### src/rtl/shift_ctrl_pkg.sv
// Shared definitions for the shift_reg_ctrl serialiser: FSM state encoding,
// default word width and the parity helper.
// Optional feature macro: SHIFT_CTRL_PARITY_EN (trailing even-parity bit).
package shift_ctrl_pkg;

  // Encoding is fixed so that state values stay stable across builds.
  typedef enum logic [1:0] {
    ST_IDLE   = 2'd0,
    ST_SHIFT  = 2'd1,
    ST_PARITY = 2'd2,
    ST_DONE   = 2'd3
  } state_e;

  localparam int DEFAULT_WIDTH = 4;

  // Even-parity bit: makes the total count of ones (word + parity) even.
  // Callers zero-extend narrower words, which does not change the result.
  function automatic logic even_parity(input logic [15:0] word);
    return ^word;
  endfunction

endpackage

### src/rtl/shift_reg_piso.sv
// Parallel-in / serial-out shift register with synchronous parallel load,
// shift enable, compile-time shift direction and a serial fill input.
// The serial output is a direct register tap, so it is glitch-free.
module shift_reg_piso
  import shift_ctrl_pkg::*;
#(
  parameter int WIDTH     = DEFAULT_WIDTH,
  parameter int MSB_FIRST = 1
) (
  input  logic             clk,
  input  logic             rst,
  input  logic             load_i,
  input  logic [WIDTH-1:0] data_i,
  input  logic             shift_en_i,
  input  logic             fill_i,
  output logic             ser_o
);

  logic [WIDTH-1:0] sh_q;
  logic [WIDTH-1:0] sh_shifted;

  // Per-bit shifted value; the vacated end takes the fill bit.
  generate
    for (genvar gi = 0; gi < WIDTH; gi++) begin : g_bit
      if (MSB_FIRST != 0) begin : g_msb
        if (gi == 0) begin : g_in
          assign sh_shifted[gi] = fill_i;
        end else begin : g_mid
          assign sh_shifted[gi] = sh_q[gi-1];
        end
      end else begin : g_lsb
        if (gi == WIDTH - 1) begin : g_in
          assign sh_shifted[gi] = fill_i;
        end else begin : g_mid
          assign sh_shifted[gi] = sh_q[gi+1];
        end
      end
    end
  endgenerate

  // Shift register: load has priority over shift.
  always_ff @(posedge clk or posedge rst) begin
    if (rst) begin
      sh_q <= '0;
    end else if (load_i) begin
      sh_q <= data_i;
    end else if (shift_en_i) begin
      sh_q <= sh_shifted;
    end
  end

  assign ser_o = (MSB_FIRST != 0) ? sh_q[WIDTH-1] : sh_q[0];

endmodule

### src/rtl/shift_reg_ctrl.sv
// Serialiser controller: accepts a parallel word with a valid/ready handshake
// and emits it one bit per cycle, with a stall input and a done pulse.
// Optional feature macro: SHIFT_CTRL_PARITY_EN appends one even-parity bit.
// Registered outputs (ser_valid, busy, done) are computed from the next
// state so they describe the cycle that follows each clock edge; hold seen
// at an edge therefore blanks ser_valid for the following cycle.
module shift_reg_ctrl
  import shift_ctrl_pkg::*;
#(
  parameter int WIDTH     = DEFAULT_WIDTH,
  parameter int MSB_FIRST = 1
) (
  input  logic             clk,
  input  logic             reset,
  input  logic [WIDTH-1:0] in_data,
  input  logic             in_valid,
  output logic             in_ready,
  input  logic             hold,
  output logic             ser_out,
  output logic             ser_valid,
  output logic             busy,
  output logic             done
);

  localparam int CNT_W = $clog2(WIDTH + 1);
  localparam logic [CNT_W-1:0] LAST_IDX = CNT_W'(WIDTH - 1);

  state_e           state_q, state_d;
  logic [CNT_W-1:0] cnt_q, cnt_d;
  logic             ser_valid_q, ser_valid_d;
  logic             busy_q, busy_d;
  logic             done_q, done_d;
  logic             load_en;
  logic             shift_en;
  logic             fill_bit;

`ifdef SHIFT_CTRL_PARITY_EN
  logic parity_q;

  // Parity of the accepted word, captured alongside the parallel load.
  always_ff @(posedge clk or posedge reset) begin
    if (reset) begin
      parity_q <= 1'b0;
    end else if (load_en) begin
      parity_q <= even_parity(16'(in_data));
    end
  end

  // Filling with the parity bit means the WIDTH-th shift lands it on the tap.
  assign fill_bit = parity_q;
`else
  assign fill_bit = 1'b0;
`endif

  // State register.
  always_ff @(posedge clk or posedge reset) begin
    if (reset) begin
      state_q <= ST_IDLE;
    end else begin
      state_q <= state_d;
    end
  end

  // Next-state logic plus next values of counter and registered outputs.
  always_comb begin
    state_d     = state_q;
    cnt_d       = cnt_q;
    load_en     = 1'b0;
    shift_en    = 1'b0;
    ser_valid_d = 1'b0;
    busy_d      = 1'b0;
    done_d      = 1'b0;
    case (state_q)
      ST_IDLE: begin
        if (in_valid) begin
          load_en = 1'b1;
          cnt_d   = '0;
          state_d = ST_SHIFT;
        end
      end
      ST_SHIFT: begin
        // The bit on the tap was already presented; advance unless stalled.
        if (!hold) begin
          cnt_d = cnt_q + 1'b1;
          if (cnt_q == LAST_IDX) begin
`ifdef SHIFT_CTRL_PARITY_EN
            state_d  = ST_PARITY;
            shift_en = 1'b1;
`else
            state_d  = ST_DONE;
`endif
          end else begin
            shift_en = 1'b1;
          end
        end
      end
`ifdef SHIFT_CTRL_PARITY_EN
      ST_PARITY: begin
        if (!hold) begin
          state_d = ST_DONE;
        end
      end
`endif
      ST_DONE: begin
        state_d = ST_IDLE;
      end
      default: begin
        state_d = ST_IDLE;
      end
    endcase
    busy_d      = (state_d != ST_IDLE) && (state_d != ST_DONE);
    // The acceptance edge always presents the first bit; later edges stall on hold.
    ser_valid_d = busy_d && ((state_q == ST_IDLE) || !hold);
    done_d      = (state_d == ST_DONE);
  end

  // Bit counter and registered status outputs.
  always_ff @(posedge clk or posedge reset) begin
    if (reset) begin
      cnt_q       <= '0;
      ser_valid_q <= 1'b0;
      busy_q      <= 1'b0;
      done_q      <= 1'b0;
    end else begin
      cnt_q       <= cnt_d;
      ser_valid_q <= ser_valid_d;
      busy_q      <= busy_d;
      done_q      <= done_d;
    end
  end

  shift_reg_piso #(
    .WIDTH     (WIDTH),
    .MSB_FIRST (MSB_FIRST)
  ) u_piso (
    .clk        (clk),
    .rst        (reset),
    .load_i     (load_en),
    .data_i     (in_data),
    .shift_en_i (shift_en),
    .fill_i     (fill_bit),
    .ser_o      (ser_out)
  );

  assign in_ready  = (state_q == ST_IDLE);
  assign ser_valid = ser_valid_q;
  assign busy      = busy_q;
  assign done      = done_q;

endmodule

### config.mk
export PLATFORM = sky130hd
export DESIGN_NAME = shift_reg_ctrl
export DESIGN_NICKNAME = d
export VERILOG_FILES = /design/src/rtl/shift_ctrl_pkg.sv /design/src/rtl/shift_reg_piso.sv /design/src/rtl/shift_reg_ctrl.sv
export SDC_FILE = /design/constraint.sdc
export NUM_CORES = 1
export LEC_CHECK = 0
export BUFFER_PORTS_ARGS = -buffer_cell sky130_fd_sc_hd__buf_2
export CAP_MARGIN = 20
export CORE_AREA = 8 8 45 47
export CTS_BUF_LIST = sky130_fd_sc_hd__clkbuf_4 sky130_fd_sc_hd__clkbuf_8
export DETAILED_ROUTE_END_ITERATION = 16
export DIE_AREA = 0 0 53 55
export PLACE_DENSITY = 0.65
export SLEW_MARGIN = 20
export SYNTH_ARGS = -nofsm -noshare
export SYNTH_HDL_FRONTEND = slang
export SYNTH_SLANG_ARGS = --single-unit
### constraint.sdc
create_clock -name clk -period 2.7 [get_ports clk]
set_input_delay 0.27 -clock clk [delete_from_list [all_inputs] [get_ports clk]]
set_output_delay 0.27 -clock clk [all_outputs]
set_load 0.005 [all_outputs]
==> flow_metrics.py <==
metrics = {
    "clock_network": {
        "h-tree-depth": 1,
        "cts_buffer_depth": 2,
        "postCtsSetupBuffers": 0,
        "hold_buffers": 0,
        "cts_resized": 0,
        "cts_tree": "yes",
        "cts_root_buffer": "clkbuf_4",
        "clk_pin_slew_ns": 0.08,
        "numClockSinks": 12,
        "cts_buffers": 3,
        "clk_latency_ns": 0.27,
    },
    "min_path": {
        "hp-class": "input port to async pin",
    },
    "floorplan": {
        "dieArea_um2": 2920,
        "coreArea_um2": 1380,
        "fp.dieW_um": 53,
        "io_pins": 13,
        "initial_core_util": 0.409,
        "rows": 14,
        "die_y_um": 55,
    },
    "sta": {
        "max_freq_mhz": 524,
        "slew_viol_final": 0,
        "whs_ns": -0.00519,
        "fin_ws_ns": 0.793,
        "setup_viol": 0,
        "hold_viol": 12,
        "post-route-period-util": 0.706,
        "skew_ns": 0.00130,
        "finalCriticalPeriod_ns": 1.91,
        "grt_setup_unrepaired": "no",
        "tightest_slew_ns": 0.462,
        "slew_headroom": 0.691,
        "setup_tns_ns": 0,
    },
    "detailed_routing": {
        "wire_per_inst_um": 13.3,
        "wl_met3_um": 85,
        "drt-met1-wl_um": 449,
        "wl_met2_um": 520,
        "highest_layer": "met4",
        "firstDrtPassIters": 4,
        "ant_nets": 0,
        "drt-initial-drc-count": 9,
        "via_per_inst": 5.01,
        "drt-total-wl_um": 1070,
        "num_vias": 401,
        "drc": 0,
    },
    "grt": {
        "grt_use_total": 0.0911,
        "grt_remaining_overflow": 0,
        "grt_pass1_wl_um": 1900,
        "grt_max_degree": 13,
        "grt_pass1_vias": 410,
        "antenna_found_initial": 0,
    },
    "yosys": {
        "synth_fa_ha_area_frac": 0.0664,
        "synth-async-reset-ratio": 1.00,
        "synth_nets": 60,
        "synth-simple-area-share": 0.122,
        "yosys_warnings": 0,
        "synthCells": 49,
        "synth_compound_area_frac": 0.119,
        "syn_area_um2": 566,
        "yosysTopAreaCell": "dfrtp_1",
        "synthMuxAreaShare": 0.119,
        "ys_seq_elements": 12,
        "synthTopCellsByArea": "dfrtp_1, mux2_2, ha_1",
        "synthMostInstantiatedCell": "dfrtp_1",
        "synth_xor_area_frac": 0,
        "synth_top_flop_cell": "dfrtp_1",
        "synth-edff-count": 0,
        "synth_top_cell_area_share": 0.531,
        "synth.distinct_cells": 19,
        "synthTopCellsByCount": "dfrtp_1, mux2_2, inv_1, o21ai_0",
        "synth_top_family_by_area": "simple AND/OR/NAND/NOR gates",
        "ys_seq_area_frac": 0.531,
        "synth.avg_cell_area_um2": 11.5,
    },
    "final_layout": {
        "area_growth_syn_to_layout_pct": 19.7,
        "design_area_um2": 677,
        "diodes": 0,
        "num-nets-final": 76,
        "final_layout_size_suffix_gt1_frac": 0.375,
        "fillers": 139,
    },
    "worst_setup_path": {
        "critical_path_class": "flop to flop",
        "arrival_ns": 2.06,
        "cp.required_ns": 2.86,
        "path_max_fanout": 4,
        "start_kind": "flop",
        "end_kind": "flop",
    },
    "place": {
        "place_hpwl_um": 830,
        "pre_cts_ws_ns": 0.818,
        "detailed_place.area_um2": 641,
        "routabilityCongestion": 0.780,
        "io_buffers": 12,
    },
    "pwr": {
        "p_per_area_nw_per_um2": 965,
        "power.total_mw": 0.653,
        "ir_drop_mv": 0.400,
        "power.leakage_nw": 0.342,
    },
    "outcome": {
        "violations": "negative hold slack",
        "outcome": "finished, violations left",
    },
    "flow_run": {
        "max_cap_violations": 0,
    },
}
registers in the layout (all words and copies together), names as in the netlist:
signal,cells
cnt_q,3
done,1
ser_valid,1
u_piso.sh_q,4
busy,1
state_q,2
final timing paths:
kind | startpoint | endpoint | slack [ns] | cells past startpoint
max in group asynchronous | reset | cnt_q[1] | 2.39 | 2
worst min register to register | u_piso.sh_q[2] | u_piso.sh_q[2] | 0.51 | 1
worst max-delay path | cnt_q[0] | u_piso.sh_q[3] | 0.79 | 5
worst min-delay path | reset | state_q[1] | -0.005 | 2
worst max register to register | cnt_q[0] | u_piso.sh_q[3] | 0.79 | 5
min in group clk | in_data[0] | u_piso.sh_q[0] | 0.21 | 3
stage by stage:
| stage | util | hold slack (ns) | std cells |
|---|---|---|---|
| 2_1_floorplan | - | 0.135 | 49 |
| 3_3_place_gp | 0.463 | 0.297 | 76 |
| 3_5_place_dp | 0.463 | 0.302 | 76 |
| 4_1_cts | 0.489 | 0.00574 | 80 |
| 5_1_grt | 0.489 | 0.0276 | 80 |
| 6_report | 0.489 | -0.00519 | 80 |
report_power, final:
| part | internal (mW) | switching, mW |
|---|---|---|
| clock | 0.0819 | 0.0595 |
| combinational | 0.120 | 0.101 |
| sequential | 0.245 | 0.0460 |
| total | 0.447 | 0.207 |
cells by family after synthesis:
logic type                 Yosys count
muxes                                6
AOI/OAI and AO/OA                   10
DFF                                 12
buffers and inverters                6
and+or+nand+nor                     12
adders and majority gates            3
critical path, stage by stage (launching register included):
cell,delay (ns)
dfrtp_1,0.41
ha_1,0.21
ha_1,0.19
or3b_1,0.42
a21oi_4,0.20
mux2_2,0.36
placed cells by master, fill, tap and decap left out, types with 2 or more instances in the layout:
cell	Yosys	final
clkbuf_4	0	3
inv_1	5	5
a21oi_1	2	2
mux2_2	6	6
nand2_1	3	3
o21ai_0	4	4
nor2_1	2	2
nor3_1	2	2
buf_2	1	12
dfrtp_1	12	12
ha_1	3	3
routing by layer:
metal,vias up,track usage
li1,199,-
met4,0,0.0647
met1,189,0.0953
met2,11,0.145
met5,-,0
met3,2,0.0401
cell type report:
class | instances | area [um2] | share of cell area
multi-input cells | 31 | 241 | 0.357
repair buffers | 12 | 60.1 | 0.0887
inverters | 5 | 18.8 | 0.0277
clock buffers | 4 | 36.3 | 0.0536
well taps | 16 | 20.0 | 0.0296
flip-flops and latches | 12 | 300 | 0.444
(Power assumes the default switching activity.)
